`config.mk`:
```
export PLATFORM = sky130hd
export DESIGN_NAME = pq_timer_dispatch
export DESIGN_NICKNAME = d
export VERILOG_FILES = /design/src/rtl/pq_timer_dispatch.sv
export SDC_FILE = /design/constraint.sdc
export NUM_CORES = 1
export LEC_CHECK = 0
export CAP_MARGIN = 20
export CORE_MARGIN = 3
export CORE_UTILIZATION = 40
export CTS_CLUSTER_DIAMETER = 120
export DETAILED_ROUTE_END_ITERATION = 8
export PLACE_DENSITY = 0.68
export SLEW_MARGIN = 20
export SYNTH_ARGS = -nofsm -noshare
export SYNTH_HDL_FRONTEND = slang
export SYNTH_SLANG_ARGS = --single-unit
```
`constraint.sdc`:
```
create_clock -name clk -period 2.3 [get_ports clk]
set_clock_uncertainty 0.05 [all_clocks]
set_input_delay 0.46 -clock clk [delete_from_list [all_inputs] [get_ports clk]]
set_output_delay 0.46 -clock clk [all_outputs]
set_load 0.005 [all_outputs]
```
`src/rtl/pq_timer_dispatch.sv`:
```
// Timer-gated dispatcher: pops the minimum {key,value} from systolic_pq, holds it
// until the free-running modular timer reaches the key, then presents it downstream.
module pq_timer_dispatch #(
    parameter int KW = 8,
    parameter int VW = 4,
    parameter int CW = 16
) (
    input  logic             clk,
    input  logic             rst,
    input  logic             tick,
    input  logic             pq_ovalid,
    input  logic [KW+VW-1:0] pq_odata,
    output logic             pq_ordy,
    output logic             evalid,
    output logic [KW-1:0]    ekey,
    output logic [VW-1:0]    evalue,
    output logic             elate,
    input  logic             erdy,
    output logic [KW-1:0]    now,
    output logic [CW-1:0]    disp_count
);

    typedef enum logic [1:0] {
        IDLE    = 2'd0,
        WAIT    = 2'd1,
        PRESENT = 2'd2
    } state_t;

    state_t        state;
    state_t        state_next;
    logic [KW-1:0] hkey;
    logic [VW-1:0] hval;
    logic [KW-1:0] diff;
    logic          due;
    logic          take;
    logic          done;

    // A key is due when (now - key) lands in the lower half of the modular circle.
    always_comb begin
        // NOTE: every always_comb output gets a default first so no path infers a latch.
        state_next = state;
        take       = 1'b0;
        done       = 1'b0;
        diff       = now - hkey;
        due        = ~diff[KW-1];
        unique case (state)
            IDLE: begin
                if (pq_ovalid && pq_ordy) begin
                    take       = 1'b1;
                    state_next = WAIT;
                end
            end
            WAIT: begin
                if (due) state_next = PRESENT;
            end
            PRESENT: begin
                if (erdy) begin
                    done       = 1'b1;
                    state_next = IDLE;
                end
            end
            default: state_next = IDLE;
        endcase
    end

    // NOTE: sequential state uses non-blocking assignments so every register samples pre-edge values.
    always_ff @(posedge clk or negedge rst) begin
        if (!rst) state <= IDLE;
        else      state <= state_next;
    end

    always_ff @(posedge clk or negedge rst) begin
        if (!rst)      now <= '0;
        else if (tick) now <= now + KW'(1);
    end

    always_ff @(posedge clk or negedge rst) begin
        if (!rst) begin
            pq_ordy    <= 1'b0;
            hkey       <= '0;
            hval       <= '0;
            evalid     <= 1'b0;
            ekey       <= '0;
            evalue     <= '0;
            elate      <= 1'b0;
            disp_count <= '0;
        end else begin
            unique case (state)
                IDLE: begin
                    if (take) begin
                        hkey    <= pq_odata[KW+VW-1:VW];
                        hval    <= pq_odata[VW-1:0];
                        pq_ordy <= 1'b0;
                    end else begin
                        pq_ordy <= 1'b1;
                    end
                end
                WAIT: begin
                    pq_ordy <= 1'b0;
                    if (due) begin
                        ekey   <= hkey;
                        evalue <= hval;
                        elate  <= (diff != '0);
                        evalid <= 1'b1;
                    end
                end
                PRESENT: begin
                    // Re-arming the pop here lets a queued entry transfer on the first IDLE cycle.
                    if (done) begin
                        evalid     <= 1'b0;
                        elate      <= 1'b0;
                        disp_count <= disp_count + CW'(1);
                        pq_ordy    <= 1'b1;
                    end
                end
                default: pq_ordy <= 1'b0;
            endcase
        end
    end

endmodule

```
# Word level (Yosys, flattened, before mapping)
# Cells that the tools add are included.
# word_totals
ff_bits	53
out_inout_bits	39
# classes
bitwise	1
n_reduce_logical	9
n_mux	16
addsub	3
n_eq_ne	6
# ops
op	count
$add A16 B1 Y16 const B	1
$mux W1	9
$add A8 B1 Y8 const B	1
$ne A2 B2 Y1 const B	4
$reduce_bool A8 Y1	1
$sub A8 B8 Y8	1
$mux W2	3
$pmux W1 S2	3
$pmux W2 S3	1
$reduce_and A2 Y1	3
$reduce_and A3 Y1	2
$eq A2 B1 Y1 const B	1
$eq A2 B2 Y1 const B	1
$logic_not A2 Y1	1
$reduce_bool A2 Y1	1
$logic_and A1 B1 Y1	1
$not A1 Y1	1

# Depth between registers and ports, before layout
# logic_depth
depth_word	5
mapped_depth	10
mapped_depth_nobuf	9

# Worst setup path before layout
# Ideal clock, no wire load.
# synth_path
path_kind	register to register
start	register now[0]
end	register elate
synth_period_minus_slack_ps	2179
setup_slack_ps	121
path_stages_with_launch	10
setup_ps	124
arrival_time_ps	2005
cell_sequence	dfrtp_1 -> inv_1 -> ha_1 -> fa_1 -> xor2_1 -> o2111ai_1 -> or3_1 -> a311oi_1 -> and3_1 -> mux2i_1
# synth_via
elab_chain_len	4
elab_cells_between_ends	6
cone_classes	add/sub: 1; eq/ne: 1; mux: 2; reduce/logical: 2
# synth_rtl
element	line	source
start: declaration	19	output logic [KW-1:0] now,
start signal: assignment	74	else if (tick) now <= now + KW'(1);
$sub A8 B8 Y8 (*)	44	diff = now - hkey;
$reduce_bool A8 Y1	103	elate <= (diff != '0);
$mux W1	100	if (due) begin
$pmux W1 S2	88	unique case (state)
end signal: assignment	103	
end: declaration	17	output logic elate,
# Every way passes the cells marked *; elsewhere a longest branch is shown, timed or not. The select of a mux whose other input is x is not followed.
# A chain may end at the register's enable or synchronous reset.

# Worst setup path in the final report
# layout_path
start	register hkey[0]
end	register elate
# layout_via
elab_chain_len	4
elab_cells_between_ends	6
cone_classes	add/sub: 1; eq/ne: 1; mux: 2; reduce/logical: 2
# layout_rtl
element	line	source
start: declaration	31	logic [KW-1:0] hkey;
start signal: assignment	91	hkey <= pq_odata[KW+VW-1:VW];
$sub A8 B8 Y8 (*)	44	
$reduce_bool A8 Y1	103	
$mux W1	100	
$pmux W1 S2	88	
# Marks and branches as above.

==> results by group <==
Status
  • Status: complete, but fails checks
  • Failing checks: negative setup slack

Setup path
  • WP data required: 2.45 ns
  • CP endpoint kind: flip-flop
  • Crit Path Max Fanout: 3
  • R2R Path End: elate
  • CP Launch Type: flip-flop
  • Critical path buffers and inverters: 0
  • WS Path Type: reg2reg
  • Crit path cell chain: ha_2 > fa_2 > xor2_1 > o2111ai_1 > or3_1 > a311oi_2 > and3_1 > mux2i_1
  • Crit path DAT: 2.46 ns
  • R2R cell count: 8
  • Max incr delay on CP: about 0.42 ns
  • Top delay family on crit path: adder cells
  • R2r startpoint: hkey[0]
  • Flop2flop setup slack: -0.005 ns
  • Critical-path top delay cell: dfrtp_1

Detailed routing
  • DRC: 0
  • Vias: 1843
  • DR vias/cell: 4.99
  • First-iteration detailed-routing DRC count: 92
  • Drt pass-1 iters: 4
  • Wirelength per Cell: around 14 um
  • Routed Antenna Nets: 0
  • Total wire length: 5000 um

Clocking
  • Worst skew pair latency: roughly 0.31 ns
  • # clock sinks: 53
  • Clock slew at reported path FFs: 0.10 ns
  • Clock Path Buffers: 2
  • CTS tree: done
  • Root Driver: clkbuf_8
  • Max H-tree Level: 2
  • CTS buffer count: 5

Timing
  • Final setup fails: 1
  • Worst-Margin Slew: 0.664 ns
  • RSZ-0062 raised after global routing: true
  • Tcrit/Tclk final: 1.00
  • Setup ws final: -0.00488 ns
  • Peak Freq: 434 MHz
  • Max-slew headroom: 0.557
  • Hold Violations, Final: 0
  • Max Slew Vio Count: 0
  • Final min period: approximately 2.3 ns

Die
  • I/O Pins: 56
  • Initial Util: 0.419
  • Core area: around 6000 um2
  • Die ar.: 7300 um2
  • Vert. Die Dim: 85.5 um
  • Width of the die: 85.5 um
  • Row count: 28

Flow run
  • Max-cap violations: 0

Placement
  • DPL Wire Length: roughly 3700 um
  • Dpl cells: ~360
  • GP Congestion: 0.798
  • I/O Buffers: between 50 and 60
  • Placement Setup Slack: 0.0171 ns

Yosys
  • Post-synthesis instance total: 217
  • Synth Warn #: 0
  • Post-synthesis register bit count: 53
  • Distinct cells, synth: 38
  • Seq/Total Area, Yosys: 0.525
  • Netlist Area Pre-Place: 2520 um2
  • Synthesized area per cell: 11.6 um2
  • Syn nets: 244

Power and ir drop
  • Lkg Pwr: approximately 1.6 nW
  • Pwr per Cell Area: 1330 nW/um2
  • Max VDD drop: approximately 0.56 mV

Global routing
  • Initial antenna violation count: 0
  • Global route overflow: 0
  • First-pass GRT wire length: 8180 um
  • Vias in the first global route: 1745
  • GRT Total Usage: 0.141
  • Largest net degree at the start of global routing: 54

Cells and area
  • Ant diodes: 0
  • Post-route insts no fill: 369
  • Final layout net count: 320
  • Area grow syn2layout: 34.0%
  • Layout cells sized above 1: 0.194

Worst hold path
  • Worst Hold Class: in2async
routing by layer:
metal | up-vias | global-route usage | routed length (um)
met5 | - | 0 | 0
met4 | 0 | 0.0475 | 98
met3 | 12 | 0.0301 | 275
met2 | 54 | 0.218 | 2260
met1 | 871 | 0.197 | 2360
li1 | 906 | - | -
cells in the mapped netlist:
cell        n  share of area
o21ai_0    12          0.024
inv_1      11          0.016
buf_6       1         0.0045
a21oi_1     5         0.0099
a311oi_1    1         0.0035
and3_1      5          0.012
mux2_2     12          0.054
and4_1      2         0.0069
o21ai_1     1         0.0020
ha_1        9          0.045
xnor2_2     1         0.0064
fa_1        1         0.0079
nor4_1      1         0.0025
dfrtp_1    53           0.53
and2_1      1         0.0025
a41oi_2     1         0.0064
nand3_1     9          0.018
a21bo_2     1         0.0040
nand3b_4    1         0.0079
mux2_4      7          0.042
nand3b_1    2         0.0059
mux2i_1     2         0.0079
xor2_1      8          0.028
a21oi_2     1         0.0035
clkbuf_1    2         0.0030
a2111oi_2   1         0.0059
nor3_1      1         0.0020
nor2_1      9          0.013
o22ai_1     1         0.0025
buf_2       2         0.0040
nand2_1    25          0.037
and3_2      1         0.0030
nand4_1     4         0.0099
o2111ai_1   1         0.0035
or3_1       1         0.0025
xnor2_1    16          0.055
nand2b_1    4         0.0099
a21boi_0    1         0.0030
worst max path at each step:
stage	to	depth (start not counted)	slack, ns	start
floorplan	elate	9	0.12	now[0]
global placement	elate	8	0.08	hkey[0]
detailed placement	elate	8	0.02	hkey[0]
CTS	elate	8	0.03	hkey[0]
global route	elate	8	-0.11	hkey[0]
finish	elate	8	-0.005	hkey[0]
stage by stage:
stage          hold WS [ns]  total power, mW  utilization  area (um2)  setup TNS, ns
4_1_cts               0.227             4.45        0.555        3350              0
6_report              0.207             4.50        0.562        3380       -0.00488
3_3_place_gp          0.408             3.87        0.540        3260              0
5_1_grt               0.258             4.86        0.562        3380         -0.199
2_1_floorplan         0.114             2.96            -        2520              0
3_5_place_dp          0.423             3.91        0.540        3260              0
layout make-up:
cell class	count	area, um2
timing repair buffer	73	681
fill	538	2640
tap	75	93.8
clock inverter	3	22.5
sequential	53	1330
multi-input combinational	149	1150
inverter	11	41.3
clock buffer	5	68.8
placed cells by master (no fill, tap or decap), drive strengths merged, types with 2 or more instances in the layout:
cell type,count
mux2,19
xor2,8
o21ai,13
clkinv,3
dfrtp,53
nand2b,4
inv,11
xnor2,17
and4,2
clkdlybuf4s50,54
ha,9
nand3,9
buf,19
nand4,4
mux2i,2
a21oi,6
nand2,25
nand3b,4
clkbuf,5
and3,6
nor2,9
flip-flops by register name (all words and copies together) (netlist names):
| register | cells |
|---|---|
| evalue | 4 |
| ekey | 8 |
| evalid | 1 |
| pq_ordy | 1 |
| now | 8 |
| disp_count | 16 |
| elate | 1 |
| hkey | 8 |
| hval | 4 |
| state | 2 |
timing repair:
| item | in CTS | in global routing |
|---|---|---|
| setup endpoints to repair | 0 | 13 |
| gates resized for setup | 0 | 3 |
| buffers inserted | 0 | 2 |
| hold buffers | 0 | 0 |
worst register-to-register path, stage by stage, from the launching register on:
cell and delay (ns):
dfrtp_1 0.42, ha_2 0.20, fa_2 0.42, xor2_1 0.16, o2111ai_1 0.11, or3_1 0.35
a311oi_2 0.22, and3_1 0.21, mux2i_1 0.07
cells by family (layout without fill, tap and decap cells):
group / Yosys count / count (layout) / synth area share
compound gates: 26 / 26 / 0.0679
xor+xnor: 25 / 25 / 0.0897
fa+ha+maj: 10 / 10 / 0.0525
buf+inv: 16 / 92 / 0.0278
flops: 53 / 53 / 0.525
mux: 21 / 21 / 0.103
simple gates: 66 / 67 / 0.134
report_power, final:
group / internal [mW] / total, mW / switching (mW) / leakage [nW]
Sequential: 1.27 / 1.52 / 0.250 / 0.670
Clock: 0.216 / 0.520 / 0.304 / 0.0481
Combinational: 1.40 / 2.46 / 1.06 / 0.843
No activity file was read; power rests on OpenSTA's default activity.
